$ cat src/rtl/vga_multi_ball.sv
// vga_multi_ball: 640x480 VGA raster generator that draws up to NUM_BALLS
// circular sprites over a programmable background colour.
//
// Ports
//   clk, reset           50 MHz system clock, asynchronous active-high reset
//   chipselect, write    CPU register bus strobes (write=0 with chipselect=1 is a read)
//   address, writedata   register address and write data
//   readdata             registered read data, updated one clk after a read request
//   VGA_R/G/B            8-bit colour, forced to 0 outside the active region
//   VGA_CLK              pixel clock (hcount[0])
//   VGA_HS, VGA_VS       active-low sync, delayed one clk to line up with the colour
//   VGA_BLANK_n          high during the active region, same one-clk delay
//   VGA_SYNC_n           tied low
//
// Register map: 0/1/2 background R/G/B, 3 control (bit0 requests a commit),
// 4 hcount, 5 vcount, 6 frame count, 7 status {vblank, commit_pending},
// 8+3i / 9+3i / 10+3i ball i X / Y / attr ([15] enable, [11:0] RGB444).
//
// Bus handshake: a transfer happens in every clk where chipselect=1; there is
// no back-pressure. Writes take effect at that clk edge; reads land in
// readdata at that edge and readdata holds until the next read.
`timescale 1ns/1ps
module vga_multi_ball #(
    parameter int NUM_BALLS = 4,
    parameter int BALL_SIZE = 64,
    parameter int ADDR_W    = 5
) (
    input  logic              clk,
    input  logic              reset,
    input  logic              chipselect,
    input  logic              write,
    input  logic [ADDR_W-1:0] address,
    input  logic [15:0]       writedata,
    output logic [15:0]       readdata,
    output logic [7:0]        VGA_R,
    output logic [7:0]        VGA_G,
    output logic [7:0]        VGA_B,
    output logic              VGA_CLK,
    output logic              VGA_HS,
    output logic              VGA_VS,
    output logic              VGA_BLANK_n,
    output logic              VGA_SYNC_n
);
    localparam int          RADIUS = BALL_SIZE / 2;
    localparam logic [12:0] R13    = 13'(RADIUS);
    localparam logic [25:0] R_SQ   = 26'(RADIUS * RADIUS);

    // Raster counters
    logic [10:0] hcount;
    logic [9:0]  vcount;
    logic        end_of_line, end_of_frame, vblank_start, vblank, active;
    logic [9:0]  column;

    assign end_of_line  = (hcount == 11'd1599);
    assign end_of_frame = (vcount == 10'd524);
    assign vblank_start = (hcount == 11'd0) && (vcount == 10'd480);
    assign vblank       = (vcount >= 10'd480);
    assign active       = (hcount < 11'd1280) && (vcount < 10'd480);
    assign column       = hcount[10:1];

    always_ff @(posedge clk or posedge reset) begin
        if (reset) begin
            hcount <= '0;
            vcount <= '0;
        end else if (end_of_line) begin
            hcount <= '0;
            vcount <= end_of_frame ? 10'd0 : vcount + 10'd1;
        end else begin
            hcount <= hcount + 11'd1;
        end
    end

    // Register file
    logic        bus_wr, bus_rd;
    logic [7:0]  bg_r, bg_g, bg_b;
    logic        commit_pending;
    logic [15:0] frame_count;
    logic [9:0]  sh_x [NUM_BALLS];
    logic [9:0]  sh_y [NUM_BALLS];
    logic [15:0] sh_attr [NUM_BALLS];
    logic [9:0]  act_x [NUM_BALLS];
    logic [9:0]  act_y [NUM_BALLS];
    logic [12:0] act_attr [NUM_BALLS];   // {enable, RGB444}

    assign bus_wr = chipselect & write;
    assign bus_rd = chipselect & ~write;

    always_ff @(posedge clk or posedge reset) begin
        if (reset) begin
            bg_r           <= 8'h00;
            bg_g           <= 8'h00;
            bg_b           <= 8'h80;
            commit_pending <= 1'b0;
            frame_count    <= '0;
            // Ball i rests at 100*(i+1), so ball 0 starts at (100,100).
            // Indices whose position exceeds 10 bits simply truncate; they are
            // disabled at reset anyway.
            for (int i = 0; i < NUM_BALLS; i++) begin
                sh_x[i]     <= 10'(100 * (i + 1));
                sh_y[i]     <= 10'(100 * (i + 1));
                sh_attr[i]  <= (i == 0) ? 16'h8FFF : 16'h0000;
                act_x[i]    <= 10'(100 * (i + 1));
                act_y[i]    <= 10'(100 * (i + 1));
                act_attr[i] <= (i == 0) ? 13'h1FFF : 13'h0000;
            end
        end else begin
            if (bus_wr && address == ADDR_W'(0)) bg_r <= writedata[7:0];
            if (bus_wr && address == ADDR_W'(1)) bg_g <= writedata[7:0];
            if (bus_wr && address == ADDR_W'(2)) bg_b <= writedata[7:0];

            // A fresh request in the commit cycle wins over the clear, so it
            // is honoured at the following vblank start.
            if (bus_wr && address == ADDR_W'(3) && writedata[0])
                commit_pending <= 1'b1;
            else if (vblank_start)
                commit_pending <= 1'b0;

            if (vblank_start)
                frame_count <= frame_count + 16'd1;

            // Non-blocking copy: a shadow write in this same clk is not seen,
            // it waits in shadow for the next commit.
            if (vblank_start && commit_pending) begin
                for (int i = 0; i < NUM_BALLS; i++) begin
                    act_x[i]    <= sh_x[i];
                    act_y[i]    <= sh_y[i];
                    act_attr[i] <= {sh_attr[i][15], sh_attr[i][11:0]};
                end
            end

            for (int i = 0; i < NUM_BALLS; i++) begin
                if (bus_wr && address == ADDR_W'(8 + 3 * i))  sh_x[i]    <= writedata[9:0];
                if (bus_wr && address == ADDR_W'(9 + 3 * i))  sh_y[i]    <= writedata[9:0];
                if (bus_wr && address == ADDR_W'(10 + 3 * i)) sh_attr[i] <= writedata;
            end
        end
    end

    // Read mux; ball registers read back their shadow copies
    logic [15:0] rd_value;

    always_comb begin
        rd_value = '0;
        case (address)
            ADDR_W'(0): rd_value = {8'h00, bg_r};
            ADDR_W'(1): rd_value = {8'h00, bg_g};
            ADDR_W'(2): rd_value = {8'h00, bg_b};
            ADDR_W'(3): rd_value = {15'h0000, commit_pending};
            ADDR_W'(4): rd_value = {5'h00, hcount};
            ADDR_W'(5): rd_value = {6'h00, vcount};
            ADDR_W'(6): rd_value = frame_count;
            ADDR_W'(7): rd_value = {14'h0000, vblank, commit_pending};
            default:    rd_value = '0;
        endcase
        for (int i = 0; i < NUM_BALLS; i++) begin
            if (address == ADDR_W'(8 + 3 * i))  rd_value = {6'h00, sh_x[i]};
            if (address == ADDR_W'(9 + 3 * i))  rd_value = {6'h00, sh_y[i]};
            if (address == ADDR_W'(10 + 3 * i)) rd_value = sh_attr[i];
        end
    end

    always_ff @(posedge clk or posedge reset) begin
        if (reset)       readdata <= '0;
        else if (bus_rd) readdata <= rd_value;
    end

    // Hit test. Offsets are 13-bit two's complement, wide enough for any
    // 10-bit position plus radius. Squares are taken modulo 2^26 on the
    // sign-extended offsets, which equals the true square since it is < 2^26.
    logic [12:0]          dx [NUM_BALLS];
    logic [12:0]          dy [NUM_BALLS];
    logic [25:0]          dist_sq [NUM_BALLS];
    logic [NUM_BALLS-1:0] hit;
    logic [23:0]          pix_color;

    always_comb begin
        for (int i = 0; i < NUM_BALLS; i++) begin
            dx[i]      = {3'b000, column} - {3'b000, act_x[i]} - R13;
            dy[i]      = {3'b000, vcount} - {3'b000, act_y[i]} - R13;
            dist_sq[i] = {{13{dx[i][12]}}, dx[i]} * {{13{dx[i][12]}}, dx[i]}
                       + {{13{dy[i][12]}}, dy[i]} * {{13{dy[i][12]}}, dy[i]};
            hit[i]     = act_attr[i][12] && (dist_sq[i] <= R_SQ);
        end
    end

    // Walk from the top index down so the lowest hitting index lands last.
    always_comb begin
        pix_color = {bg_r, bg_g, bg_b};
        for (int i = NUM_BALLS - 1; i >= 0; i--) begin
            if (hit[i])
                pix_color = {{2{act_attr[i][11:8]}}, {2{act_attr[i][7:4]}}, {2{act_attr[i][3:0]}}};
        end
    end

    // Output stage: colour and syncs share the same one-clk delay.
    always_ff @(posedge clk or posedge reset) begin
        if (reset) begin
            {VGA_R, VGA_G, VGA_B} <= '0;
            VGA_BLANK_n           <= 1'b0;
            VGA_HS                <= 1'b1;
            VGA_VS                <= 1'b1;
        end else begin
            {VGA_R, VGA_G, VGA_B} <= active ? pix_color : 24'h000000;
            VGA_BLANK_n           <= active;
            VGA_HS                <= !((hcount >= 11'd1312) && (hcount <= 11'd1503));
            VGA_VS                <= !((vcount >= 10'd490) && (vcount <= 10'd491));
        end
    end

    assign VGA_CLK    = hcount[0];
    assign VGA_SYNC_n = 1'b0;

endmodule

$ cat config.mk
export PLATFORM = sky130hd
export DESIGN_NAME = vga_multi_ball
export DESIGN_NICKNAME = d
export VERILOG_FILES = /design/src/rtl/vga_multi_ball.sv
export SDC_FILE = /design/constraint.sdc
export NUM_CORES = 2
export LEC_CHECK = 0
export BUFFER_PORTS_ARGS = -buffer_cell sky130_fd_sc_hd__buf_2
export CORE_ASPECT_RATIO = 1.25
export CORE_UTILIZATION = 35
export DETAILED_ROUTE_END_ITERATION = 16
export PLACE_DENSITY_LB_ADDON = 0.3
export SLEW_MARGIN = 25
export SYNTH_ARGS = -nofsm -noshare
export SYNTH_HDL_FRONTEND = slang
export SYNTH_SLANG_ARGS = --single-unit
$ cat constraint.sdc
create_clock -name clk -period 11.8 [get_ports clk]
set_input_delay 1.77 -clock clk [delete_from_list [all_inputs] [get_ports clk]]
set_output_delay 1.77 -clock clk [all_outputs]
set_load 0.02 [all_outputs]
==> results.tsv <==
stage	metric	value	unit
outcome	status	finished clean	
grt	grt_pass1_vias	45600	
sta	worst_pin_slew	1200	ps
setup_path	worstSetupPathType	register to register	
setup_path	slowest_delay	630	ps
drt	dr_wl_met3	9250	um
power_and_ir_drop	ir_worst_vdd	0.0000976	V
setup_path	critPathRequiredTime	12240	ps
power_and_ir_drop	p_per_area	45.9	nW/um^2
sta	fin_crit	11340	ps
place	postPlaceCellArea	64100	um^2
synthesis	synth_edf_count	0	
finish	fillCellCount	17300	
setup_path	endpoint	VGA_G[6]	
place	gp_congestion	0.926	
synthesis	synth.most_common_cell	inv_1	
sta	report.final.setup_viol	0	
clocking	cts_hold_buf	0	
synthesis	synth.distinct_cells	89	
finish	layout.cells.non_filler	8426	
drt	wl_per_cell	18.7	um
place	dp_hpwl	133000	um
grt	grt_pass1_wl	253000	um
setup_path	crit_start	hcount[1]	
sta	setup_slack	462	ps
grt	grt.total_usage	18.5	%
grt	antenna_found_initial	10	
sta	slew_violations	0	
drt	drtIter0Drc	2804	
clocking	cts_buffer_depth	3	
drt	routed.top_layer	met5	
clocking	htreeDepth	2	
grt	grt_overflow_total	0	
clocking	cts.sinks	381	
setup_path	cp_slowest_cell	fa_1	
place	port_buffers	68	
drt	wl	158000	um
clocking	cts_tree	yes	
finish	multiInputGateArea	45100	um^2
floorplanning	fp.coreArea	172000	um^2
synthesis	synth_area	60800	um^2
sta	whs	475	ps
finish	seq_area	9640	um^2
clocking	numCtsBuffers	39	
synthesis	synth_top_area_share	38.8	%
synthesis	yosys-top-cells-count	inv_1 (1452), fa_1 (1176), nor2_1 (504), ha_1 (437), mux2_2 (303)	
floorplanning	fp.dieH	468	um
clocking	clk_pin_slew_worst_paths	60	ps
setup_path	r2r_slack	460	ps
clocking	clk_latency	550	ps
finish	layout.nets	7795	
synthesis	synth_cells	6100	
floorplanning	start_util	35.3	%
synthesis	yosysTopAreaCell	fa_1	
synthesis	ys_ff_latch	381	
finish	layout-drive-gt1-share	12.2	%
sta	rsz0062_at_grt	no	
sta	maxSlewHeadroom	18.4	%
sta	skew	13.3	ps
synthesis	yosysSeqAreaShare	15.9	%
clocking	cts-root-buf	clkbuf_16	
setup_path	regToRegStartpoint	hcount[1]	
setup_path	cp_data_arrival_time	11770	ps
sta	max_clock_freq	88.2	MHz
synthesis	async_flop_share	100	%
grt	grt_max_degree	81	
sta	min_period_over_period	96.1	%
floorplanning	rows	170	
place	dp.cells	8348	
drt	antenna_left	0	
min_path	hold_class	register to register	
setup_path	r2r-end	VGA_G[6]	
drt	firstDrtPassIters	7	
finish	fin_area	65600	um^2
setup_path	crit_fanout	8	
finish	area_growth	7.94	%
floorplanning	die-area	175000	um^2
floorplanning	die_w	375	um
synthesis	yosysWarnings	0	
sta	hold_viol_final	0	
drt	num_vias	42000	
setup_path	cp-start-kind	register	
floorplanning	ioPinCount	70	
power_and_ir_drop	leakage	32.8	nW
place	dpl_worst_slack	-453	ps
synthesis	ys.flop_type	dfrtp_1	
drt	drc	0	
run	maxCapViolations	0	
synthesis	synth_nets	7738	
setup_path	cpMostUsedCell	fa_1	
synthesis	synth_area_leaders	fa_1 (39%), dfrtp_1 (12%), ha_1 (9.0%)	
drt	m1WireLength	64000	um
drt	viasPerCell	4.99	
synthesis	synth.avg_cell_area	9.96	um^2
setup_path	reg2reg_depth	41	
drt	route.met2.wl	79000	um
setup_path	endpoint_kind	register	
cells by family (layout without fill, tap and decap cells):
family | after synthesis | count (layout) | synth area share (%)
DFF | 381 | 381 | 15.9
xor gates and xnor gates | 223 | 223 | 3.24
adders and majority gates | 1613 | 1613 | 47.8
other | 1 | 4 | 0.00617
AOI/OAI and AO/OA | 652 | 652 | 7.16
muxes | 326 | 326 | 6.00
buffers and inverters | 1634 | 1721 | 10.1
and+or+nand+nor | 1270 | 1270 | 9.87
placed cells by master, fill, tap and decap left out, types with 95 or more instances in the layout:
master / n
ha_1: 436
nor2_1: 492
nand2_1: 288
nand2b_1: 95
a21oi_1: 145
o21ai_0: 159
mux2_2: 303
buf_4: 106
inv_1: 1449
dfrtp_1: 300
xnor2_1: 159
fa_1: 1172
report_power, final:
group / internal, mW / total, mW / switching (mW)
Sequential: 1.41 / 1.52 / 0.103
Clock: 0.719 / 1.25 / 0.529
Combinational: 0.0998 / 0.244 / 0.144
worst max-delay path, delay by kind of cell (launching register included):
family | cells | cell delay [ps]
adders and majority gates | 10 | 4550
buffers and inverters | 9 | 1090
xor gates and xnor gates | 2 | 550
muxes | 1 | 200
DFF | 1 | 430
AOI/OAI and AO/OA | 8 | 1530
and+or+nand+nor | 11 | 2820
registers in the layout, summed over array words and instances (netlist names), 10 cells and up:
name and cells:
act_attr 52, act_x 40, act_y 40, frame_count 16
hcount 11, readdata 16, sh_attr 64, sh_x 40
sh_y 40, vcount 10
final cells by class:
type,instances,area share [%]
multi-input cells,4085,68.8
flip-flops and latches,381,14.7
inverters,1472,8.44
well taps,2236,4.27
repair buffers,178,1.83
clock buffers,58,1.69
clock inverters,13,0.240
diodes,3,0.0114
layer usage:
layer | vias to the layer above | track usage [%]
li1 | 19000 | -
met1 | 21800 | 23.7
met2 | 1040 | 32.3
met3 | 240 | 2.50
met4 | 8 | 5.66
met5 | - | 0
worst min path at each step:
stage,cells after the start,to,slack (ps),from
after floorplan,1,frame_count[15],450,frame_count[15]
after global placement,1,readdata[11],460,readdata[11]
after detailed placement,1,readdata[12],460,readdata[12]
after CTS,1,frame_count[15],480,frame_count[15]
after global routing,1,frame_count[15],480,frame_count[15]
final,1,readdata[11],470,readdata[11]
per-stage QoR:
stage | setup TNS (ps) | util, % | power (mW)
6_report | 0 | 38.1 | 3.01
5_1_grt | 0 | 38.1 | 3.12
4_1_cts | 0 | 38.0 | 3.03
3_5_place_dp | -10320 | 37.2 | 1.78
3_3_place_gp | -6330 | 37.2 | 1.77
2_1_floorplan | 0 | - | 1.64
what timing repair did:
| item | 4_1_cts | 5_1_grt |
|---|---|---|
| pin swaps | 1 | 0 |
| setup buffers | 3 | 0 |
| hold endpoints to repair | 0 | 0 |
| gates resized for setup | 5 | 35 |
| setup endpoints to repair | 24 | 24 |
Power figures use the tool's default switching activity.
